===== config.mk =====
export PLATFORM = sky130hd
export DESIGN_NAME = wii_classic_poller
export DESIGN_NICKNAME = d
export VERILOG_FILES = /design/src/rtl/wii_classic_poller.sv
export SDC_FILE = /design/constraint.sdc
export NUM_CORES = 1
export LEC_CHECK = 0
export BUFFER_PORTS_ARGS = -buffer_cell sky130_fd_sc_hd__buf_2
export CORE_ASPECT_RATIO = 0.8
export CORE_MARGIN = 1.5
export CORE_UTILIZATION = 50
export DETAILED_ROUTE_END_ITERATION = 8
export GPL_ROUTABILITY_DRIVEN = 1
export PLACE_DENSITY = 0.66
export SLEW_MARGIN = 25
export SYNTH_ARGS = -nofsm -noshare
export SYNTH_HDL_FRONTEND = slang
export SYNTH_SLANG_ARGS = --single-unit

===== constraint.sdc =====
create_clock -name clk -period 3.5 [get_ports clk]
set_input_delay 0.7 -clock clk [delete_from_list [all_inputs] [get_ports clk]]
set_output_delay 0.7 -clock clk [all_outputs]
set_load 0.02 [all_outputs]

===== src/rtl/wii_classic_poller.sv =====
// rtl/wii_classic_poller.sv - Wii Classic Controller init/poll sequencer and report decoder
// Optional WII_CAL_EN: recentre sticks using the first report after each init as the centre.
module wii_classic_poller #(
  parameter int POLL_CYCLES   = 1000000,
  parameter int SETTLE_CYCLES = 20000,
  parameter int RETRY_CYCLES  = 5000000,
  parameter int SIMULATE      = 0
) (
  input  logic       clk,
  input  logic       reset,
  output logic       cmd_valid,
  input  logic       cmd_ready,
  output logic [1:0] cmd_op,
  output logic [7:0] cmd_data,
  output logic       cmd_last,
  input  logic       rsp_valid,
  input  logic       rsp_nack,
  input  logic [7:0] rsp_data,
  output logic       connected,
  output logic [3:0] udlr_dpad,
  output logic [3:0] abxy_btns,
  output logic [4:0] l_trig_btn,
  output logic [4:0] r_trig_btn,
  output logic [1:0] lr_z_btns,
  output logic [2:0] st_sel_hm_btns,
  output logic [5:0] l_stick_x,
  output logic [5:0] l_stick_y,
  output logic [4:0] r_stick_x,
  output logic [4:0] r_stick_y
);
  localparam int POLL_N   = (SIMULATE != 0) ? 1000 : POLL_CYCLES;
  localparam int SETTLE_N = (SIMULATE != 0) ? 100  : SETTLE_CYCLES;
  localparam int RETRY_N  = (SIMULATE != 0) ? 500  : RETRY_CYCLES;

  localparam logic [1:0] OP_START = 2'd0;
  localparam logic [1:0] OP_WRITE = 2'd1;
  localparam logic [1:0] OP_READ  = 2'd2;
  localparam logic [1:0] OP_STOP  = 2'd3;

  typedef enum logic [3:0] {
    S_IDLE, S_INIT1, S_INIT2, S_PTR, S_SETTLE, S_READ,
    S_DECODE, S_WAITPOLL, S_ERRSTOP, S_BACKOFF
  } state_t;

  state_t      state;
  logic        pending;
  logic [2:0]  step;
  logic [31:0] tmr;
  logic [31:0] poll_cnt;

  // Only the report bits that feed an output are kept.
  logic [5:0] cap_lx, cap_ly;
  logic [4:0] cap_rx, cap_ry;
  logic [3:0] cap_lt, cap_rt;
  logic [7:1] cap_b4;
  logic [7:0] cap_b5;

  logic [1:0] nxt_op;
  logic [7:0] nxt_data;
  logic       nxt_last;
  logic [2:0] final_step;

  always_comb begin
    nxt_op     = OP_STOP;
    nxt_data   = 8'h00;
    nxt_last   = 1'b0;
    final_step = 3'd0;
    case (state)
      S_INIT1, S_INIT2: begin
        final_step = 3'd3;
        case (step)
          3'd0: begin nxt_op = OP_START; nxt_data = 8'hA4; end
          3'd1: begin nxt_op = OP_WRITE; nxt_data = (state == S_INIT1) ? 8'hF0 : 8'hFB; end
          3'd2: begin nxt_op = OP_WRITE; nxt_data = (state == S_INIT1) ? 8'h55 : 8'h00; end
          default: ;
        endcase
      end
      S_PTR: begin
        final_step = 3'd2;
        case (step)
          3'd0: begin nxt_op = OP_START; nxt_data = 8'hA4; end
          3'd1: begin nxt_op = OP_WRITE; nxt_data = 8'h00; end
          default: ;
        endcase
      end
      S_READ: begin
        final_step = 3'd7;
        if (step == 3'd0) begin
          nxt_op   = OP_START;
          nxt_data = 8'hA5;
        end else if (step != 3'd7) begin
          nxt_op   = OP_READ;
          nxt_last = (step == 3'd6);
        end
      end
      default: ;
    endcase
  end

  logic [5:0] out_lx, out_ly;
  logic [4:0] out_rx, out_ry;
  logic       upd;

`ifdef WII_CAL_EN
  logic       cal_valid;
  logic [5:0] ctr_lx, ctr_ly;
  logic [4:0] ctr_rx, ctr_ry;

  function automatic logic [5:0] cal6(input logic [5:0] raw, input logic [5:0] ctr);
    int v;
    v = int'(raw) - int'(ctr) + 32;
    if (v < 0) v = 0;
    else if (v > 63) v = 63;
    return v[5:0];
  endfunction

  function automatic logic [4:0] cal5(input logic [4:0] raw, input logic [4:0] ctr);
    int v;
    v = int'(raw) - int'(ctr) + 16;
    if (v < 0) v = 0;
    else if (v > 31) v = 31;
    return v[4:0];
  endfunction

  assign out_lx = cal6(cap_lx, ctr_lx);
  assign out_ly = cal6(cap_ly, ctr_ly);
  assign out_rx = cal5(cap_rx, ctr_rx);
  assign out_ry = cal5(cap_ry, ctr_ry);
  assign upd    = cal_valid;
`else
  assign out_lx = cap_lx;
  assign out_ly = cap_ly;
  assign out_rx = cap_rx;
  assign out_ry = cap_ry;
  assign upd    = 1'b1;
`endif

  always_ff @(posedge clk) begin
    if (reset) begin
      state     <= S_IDLE;
      pending   <= 1'b0;
      step      <= 3'd0;
      tmr       <= 32'd0;
      poll_cnt  <= 32'd0;
      cmd_valid <= 1'b0;
      cmd_op    <= 2'd0;
      cmd_data  <= 8'h00;
      cmd_last  <= 1'b0;
      {cap_lx, cap_ly, cap_rx, cap_ry, cap_lt, cap_rt, cap_b4, cap_b5} <= '0;
      {connected, udlr_dpad, abxy_btns, l_trig_btn, r_trig_btn, lr_z_btns,
       st_sel_hm_btns, l_stick_x, l_stick_y, r_stick_x, r_stick_y} <= '0;
`ifdef WII_CAL_EN
      cal_valid <= 1'b0;
      {ctr_lx, ctr_ly, ctr_rx, ctr_ry} <= '0;
`endif
    end else begin
      if (poll_cnt != 32'hFFFF_FFFF) poll_cnt <= poll_cnt + 32'd1;
      if (cmd_valid && cmd_ready) begin
        cmd_valid <= 1'b0;
        pending   <= 1'b1;
      end
      case (state)
        S_IDLE: begin
          state <= S_INIT1;
          step  <= 3'd0;
`ifdef WII_CAL_EN
          cal_valid <= 1'b0;
`endif
        end
        S_INIT1, S_INIT2, S_PTR, S_READ, S_ERRSTOP: begin
          if (!cmd_valid && !pending) begin
            cmd_valid <= 1'b1;
            cmd_op    <= nxt_op;
            cmd_data  <= nxt_data;
            cmd_last  <= nxt_last;
          end else if (pending && rsp_valid) begin
            pending <= 1'b0;
            if (rsp_nack && (cmd_op == OP_START || cmd_op == OP_WRITE)) begin
              state <= S_ERRSTOP;
              step  <= 3'd0;
              {connected, udlr_dpad, abxy_btns, l_trig_btn, r_trig_btn, lr_z_btns,
               st_sel_hm_btns, l_stick_x, l_stick_y, r_stick_x, r_stick_y} <= '0;
            end else begin
              if (cmd_op == OP_READ) begin
                case (step)
                  3'd1: begin cap_lx <= rsp_data[5:0]; cap_rx[4:3] <= rsp_data[7:6]; end
                  3'd2: begin cap_ly <= rsp_data[5:0]; cap_rx[2:1] <= rsp_data[7:6]; end
                  3'd3: begin
                    cap_rx[0]   <= rsp_data[7];
                    cap_lt[3:2] <= rsp_data[6:5];
                    cap_ry      <= rsp_data[4:0];
                  end
                  3'd4: begin cap_lt[1:0] <= rsp_data[7:6]; cap_rt <= rsp_data[4:1]; end
                  3'd5: cap_b4 <= rsp_data[7:1];
                  3'd6: cap_b5 <= rsp_data;
                  default: ;
                endcase
              end
              if (step == final_step) begin
                step <= 3'd0;
                case (state)
                  S_INIT1: state <= S_INIT2;
                  S_INIT2: begin state <= S_PTR; poll_cnt <= 32'd0; end
                  S_PTR: begin state <= S_SETTLE; tmr <= 32'(SETTLE_N - 1); end
                  S_READ: state <= S_DECODE;
                  default: begin state <= S_BACKOFF; tmr <= 32'(RETRY_N - 1); end
                endcase
              end else begin
                step <= step + 3'd1;
              end
            end
          end
        end
        S_SETTLE: begin
          if (tmr == 32'd0) begin
            state <= S_READ;
            step  <= 3'd0;
          end else begin
            tmr <= tmr - 32'd1;
          end
        end
        S_DECODE: begin
          state <= S_WAITPOLL;
`ifdef WII_CAL_EN
          if (!cal_valid) begin
            cal_valid <= 1'b1;
            ctr_lx <= cap_lx;
            ctr_ly <= cap_ly;
            ctr_rx <= cap_rx;
            ctr_ry <= cap_ry;
          end
`endif
          if (upd) begin
            connected      <= 1'b1;
            udlr_dpad      <= {~cap_b5[0], ~cap_b4[6], ~cap_b5[1], ~cap_b4[7]};
            abxy_btns      <= {~cap_b5[4], ~cap_b5[6], ~cap_b5[3], ~cap_b5[5]};
            l_trig_btn     <= {~cap_b4[5], cap_lt};
            r_trig_btn     <= {~cap_b4[1], cap_rt};
            lr_z_btns      <= {~cap_b5[7], ~cap_b5[2]};
            st_sel_hm_btns <= {~cap_b4[2], ~cap_b4[4], ~cap_b4[3]};
            l_stick_x      <= out_lx;
            l_stick_y      <= out_ly;
            r_stick_x      <= out_rx;
            r_stick_y      <= out_ry;
          end
        end
        S_WAITPOLL: begin
          // poll_cnt counts from the previous PTR entry, so a late arrival exits at once.
          if (poll_cnt >= 32'(POLL_N - 1)) begin
            state    <= S_PTR;
            step     <= 3'd0;
            poll_cnt <= 32'd0;
          end
        end
        S_BACKOFF: begin
          if (tmr == 32'd0) begin
            state <= S_INIT1;
            step  <= 3'd0;
`ifdef WII_CAL_EN
            cal_valid <= 1'b0;
`endif
          end else begin
            tmr <= tmr - 32'd1;
          end
        end
        default: state <= S_IDLE;
      endcase
    end
  end
endmodule


# ---- Word level (Yosys, flattened, before mapping)
# Index checks and enable logic that the tools add are counted.
# W data, S select, Z words.
dict set report totals {
  ff_bits 175
  elab_cells 196
}
dict set report op_classes {
  n_reduce_logical 30
  add_sub_neg 3
  n_mux 82
  bitwise 17
  order_cmp 1
  eq_ne 32
}
# operator n
set op_table {}
lappend op_table {{$mux W32} 12}
lappend op_table {{$pmux W32 S2} 3}
lappend op_table {{$pmux W8 S3} 2}
lappend op_table {{$mux W4} 11}
lappend op_table {{$reduce_and A6 Y1} 7}
lappend op_table {{$pmux W5 S2} 4}
lappend op_table {{$add A32 B1 Y32 const B} 1}
lappend op_table {{$ge A32 B20 Y1 const B} 1}
lappend op_table {{$logic_not A32 Y1} 1}
lappend op_table {{$ne A32 B32 Y1 const B} 1}
lappend op_table {{$sub A32 B1 Y32 const B} 1}
lappend op_table {{$mux W3} 9}
lappend op_table {{$pmux W4 S6} 1}
lappend op_table {{$pmux W6 S2} 2}
lappend op_table {{$ne A2 B2 Y1 const B} 10}
lappend op_table {{$mux W6} 3}
lappend op_table {{$not A1 Y1} 17}
lappend op_table {{$eq A4 B3 Y1 const B} 4}
lappend op_table {{$mux W8} 2}
lappend op_table {{$pmux W4 S2} 2}
lappend op_table {{$pmux W4 S4} 1}
lappend op_table {{$mux W5} 3}
lappend op_table {{$mux W1} 14}
lappend op_table {{$pmux W2 S2} 3}
lappend op_table {{34 further kinds} 50}

# ---- Longest topological paths before layout
dict set report logic_depth {
  word_depth 9
  ltp_mapped 10
  depth_no_buf 9
}

# ---- Worst setup path before layout
# No wires, ideal clock.
dict set report synth_timing {
  path_type {in2reg}
  start {input port rsp_valid}
  end {register tmr[20]}
  arrival_time_ps 2741
  setup_slack_ps 689
  path_stages 8
  setup_time_ps 70
  cell_sequence {nand2_1 inv_1 nand2_1 o311ai_0 nand3_1 clkbuf_1 or4b_2 a21oi_1}
}
dict set report synth_between {
  elab_chain_len 3
}
# item line
set synth_rtl {}
lappend synth_rtl {{start, declared} 16} ;# input logic rsp_valid,
lappend synth_rtl {{$logic_and A1 B1 Y1} 176} ;# end else if (pending && rsp_valid) begin
lappend synth_rtl {{$ne A2 B2 Y1 (no line)} -}
lappend synth_rtl {{$reduce_and A7 Y1 (no line)} -}
lappend synth_rtl {{end signal, assigned} 219} ;# tmr <= tmr - 32'd1;
lappend synth_rtl {{end signal, assigned} 263} ;# tmr <= tmr - 32'd1;
lappend synth_rtl {{end, declared} 48} ;# logic [31:0] tmr;
# No other way between the ends.
# A chain may end at the register's enable or synchronous reset.

# ---- Worst setup path after layout
dict set report layout_timing {
  start {register state[0]}
  end {register tmr[31]}
}
dict set report layout_between {
  elab_chain_len 6
  word_cells_on_any_way 22
  cone_classes {eq/ne (14); mux (2); reduce/logical (6)}
}
# item line
set layout_rtl {}
lappend layout_rtl {{start, declared} 45} ;# state_t state;
lappend layout_rtl {{start signal, assigned} 140} ;# state <= S_IDLE;
lappend layout_rtl {{start signal, assigned} 164} ;# state <= S_INIT1;
lappend layout_rtl {{start signal, assigned} 179} ;# state <= S_ERRSTOP;
lappend layout_rtl {{$eq A4 B1 Y1 or $eq A4 B2 Y1 (tied branches)} {68, 162, 201}}
lappend layout_rtl {{$reduce_or A2 Y1} 68} ;# case (state)
lappend layout_rtl {{$pmux W3 S3} 68}
lappend layout_rtl {{$eq A3 B3 Y1} 199} ;# if (step == final_step) begin
lappend layout_rtl {{$ne A2 B2 Y1 (no line)} -}
lappend layout_rtl {{$reduce_and A7 Y1 (no line)} -}
# Parallel ways exist; a longest one is shown, timed or not.

==> impl_metrics.yaml <==
critical_path:
  crit_path_start_kind: "flip-flop"
  worst_path_dominant_cell_family: "simple AND/OR/NAND/NOR gates"
  cp_max_fo: 16
  endpoint_kind: "flip-flop"
  cp.required_ns: 3.87
  critPathMaxStageDelay_ns: 0.62
  slowest_stage: "nor4b_1"
  worstSetupPathType: "flip-flop to flip-flop"
  crit_top_cell: "buf_4"
  cp_data_arrival_time_ns: 3.35
  crit_chain: "nor4b_1 -> nor2_1 -> o311ai_0 -> buf_4 -> nand3_1 -> buf_4 -> or4_1 -> a21oi_1"
  worst-path-buf-inv: 2
grt:
  grtUsageTotal_pct: 24.09
  gr-total-overflow: 0
  grt_max_degree: 55
  first_global_vias: 6044
  grt_first_pass_wirelength_um: 31040
  antenna_found_initial: 0
logic_synthesis:
  synth.cell_area_sq_um: 7707
  yosysUniqueCellTypes: 58
  syn_inst: 929
  ys.flop_type: "dfxtp_1"
  ys_seq_elements: 172
  ys_warn_count: 0
  seq_area_frac_synth_pct: 44.68
  synth_nets: 950
  synth_edf_count: 0
  avgSynthCellArea_sq_um: 8.296
  ys_async_sr_fraction_pct: 0
cells_and_area:
  nNetsFinal: 1008
  syn2layout_area_growth_pct: 15.70
  post-route-cell-area_sq_um: 8917
  n_antenna_cell: 0
  final_cells: 1209
  drive_gt1_share_pct: 15.22
  ff_latch_area_sq_um: 3443
  nFillCells: 1352
  multiInputGateArea_sq_um: 3979
route:
  drt-initial-drc-count: 635
  wl_per_cell_um: 15.84
  drc_errors: 0
  routed_wl_um: 19150
  dr.pass1.iters: 7
  vias_per_cell: 5.586
  vias: 6753
  ant_nets: 0
die:
  ios: 71
  die_area_sq_um: 16170
  rows: 40
  start_util_pct: 51.16
  die_height_um: 114.1
  core_sq_um: 15060
  die_w_um: 141.8
cts:
  ctsResizeCount: 0
  cts_tree: "yes"
  clockBufferDepth: 2
  post_cts_buffers: 0
  cts_buffers: 17
  clk_pin_slew_ns: 0.07
  clkSinkCount: 172
  h-tree-depth: 4
  ctsRootBufferMaster: "clkbuf_16"
  cts_hold_buf: 0
  clk_latency_ns: 0.44
outcome:
  status: "completed"
pwr:
  irDropWorstVdd_uv: 349.8
  powerDensity_nw_per_um2: 673.1
  p_leak_nw: 3.525
  total_power_mw: 6.002
timing:
  maxSlewHeadroom_pct: 43.82
  tns_ns: 0
  min_period_ns: 2.974
  setup_viol: 0
  clock_skew_ns: 0.009957
  max_freq_mhz: 336.2
  worst_pin_slew_ns: 0.8410
  finalMaxSlewViolations: 0
  rsz0062_at_grt: "false"
  hold_viol_final: 0
  worst_slack_ns: 0.5259
  min_period_over_period_pct: 84.97
worst_hold_path:
  holdCritPathClass: "flip-flop to flip-flop"
placement:
  gp_congestion: 0.8706
  dp_hpwl_um: 12730
  io_buffers: 70
  dp.cells: 1178
  pre_cts_slack_ns: 0.4348
  place_area_sq_um: 8330
job:
  drv_cap: 0
==> tightest hold or removal path: stages (launching register included) <==
cell	delay, ns
dfxtp_1	0.31
nand2_1	0.05
a21oi_1	0.05
==> layout by cell type, fill, tap and decap left out, types with 18 or more instances in the layout <==
cell,synthesis,final
nor2_1,174,173
dfxtp_1,172,172
a21oi_1,80,79
buf_2,4,69
nand2_1,55,55
mux2i_1,40,40
nand3_1,33,33
a22oi_1,31,31
buf_4,3,31
nor3_1,29,29
o21ai_0,26,26
xnor2_1,19,19
or4_1,18,18
==> synth_stat cells, types with 5 or more instances <==
cell type  instances  share of area [%]
nor2_1           174                8.5
dfxtp_1          172                 45
a21oi_1           80                5.2
nand2_1           55                2.7
clkbuf_1          53                2.6
mux2i_1           40                5.2
nand3_1           33                2.1
a22oi_1           31                3.0
nor3_1            29                1.9
o21ai_0           26                1.7
xnor2_1           19                2.2
or4_1             18                1.8
inv_1             17               0.83
o31ai_1           17                1.7
nor4_1            16                1.3
nand4_1           14                1.1
nand2b_1          12               0.97
xor2_1            10                1.1
a31oi_1            9               0.73
a211oi_1           8               0.78
ha_1               8                1.3
or3_1              8               0.65
or2_2              6               0.49
and3_1             5               0.41
o211ai_1           5               0.49
==> worst paths after layout <==
kind | end | slack [ns] | from | cells after the start
worst max-delay path | tmr[31]$_SDFFE_PP0P_ | 0.53 | state[0]$_SDFFE_PP0P_ | 8
worst min-delay path | cmd_data[0]$_SDFFE_PP0P_ | 0.45 | cmd_data[0]$_SDFFE_PP0P_ | 2
worst max register to register | tmr[31]$_SDFFE_PP0P_ | 0.53 | state[0]$_SDFFE_PP0P_ | 8
worst min register to register | cmd_data[0]$_SDFFE_PP0P_ | 0.45 | cmd_data[0]$_SDFFE_PP0P_ | 2
==> kinds of logic (layout without fill, tap and decap cells) <==
group	Yosys count	in the layout	synth area share, %
AND/OR/NAND/NOR	395	395	24.64
XOR/XNOR	29	29	3.295
AO/OA/AOI/OAI	205	205	16.69
buffers and inverters	79	149	4.058
adder cells (fa/ha/maj)	8	8	1.299
flip-flops	172	172	44.68
multiplexers	41	41	5.341
==> sequential cells by signal, indices dropped and copies added, names as in the netlist, 3 cells and up <==
register        flops
cap_ly              6
l_stick_x           6
cap_lx              6
r_stick_x           5
cap_ry              5
cap_rx              5
cmd_data            5
l_trig_btn          5
state               4
tmr                32
cap_lt              4
udlr_dpad           4
r_trig_btn          5
l_stick_y           6
cap_b5              8
poll_cnt           32
cap_b4              7
st_sel_hm_btns      3
cap_rt              4
abxy_btns           4
r_stick_y           5
step                3
==> layout make-up <==
class | count | area share [%]
multi-input cells | 678 | 44.62
flip-flops and latches | 172 | 38.61
repair buffers | 100 | 6.482
clock buffers | 19 | 4.855
well taps | 210 | 2.947
clock inverters | 12 | 1.726
inverters | 18 | 0.7577
==> report_power, final <==
| group | switching [mW] | internal (mW) |
|---|---|---|
| clock | 0.853 | 1.07 |
| sequential | 0.136 | 2.07 |
| combinational | 1.20 | 0.673 |
==> metal layers <==
metal / share of wire [%] / vias to the layer above / track usage (%)
met5: 0 / - / 0
met4: 1.4 / 0 / 7.766
met3: 4.0 / 24 / 4.642
met2: 41 / 156 / 33.07
met1: 53 / 3132 / 37.37
li1: - / 3441 / -
==> per-stage QoR <==
stage	util, %	hold WS, ns
3_5_place_dp	55.30	0.4454
6_report	59.19	0.4545
2_1_floorplan	-	0.4368
3_3_place_gp	55.30	0.4363
4_1_cts	59.19	0.4542
5_1_grt	59.19	0.4761
Note: power is estimated with default switching activity, not from simulation.
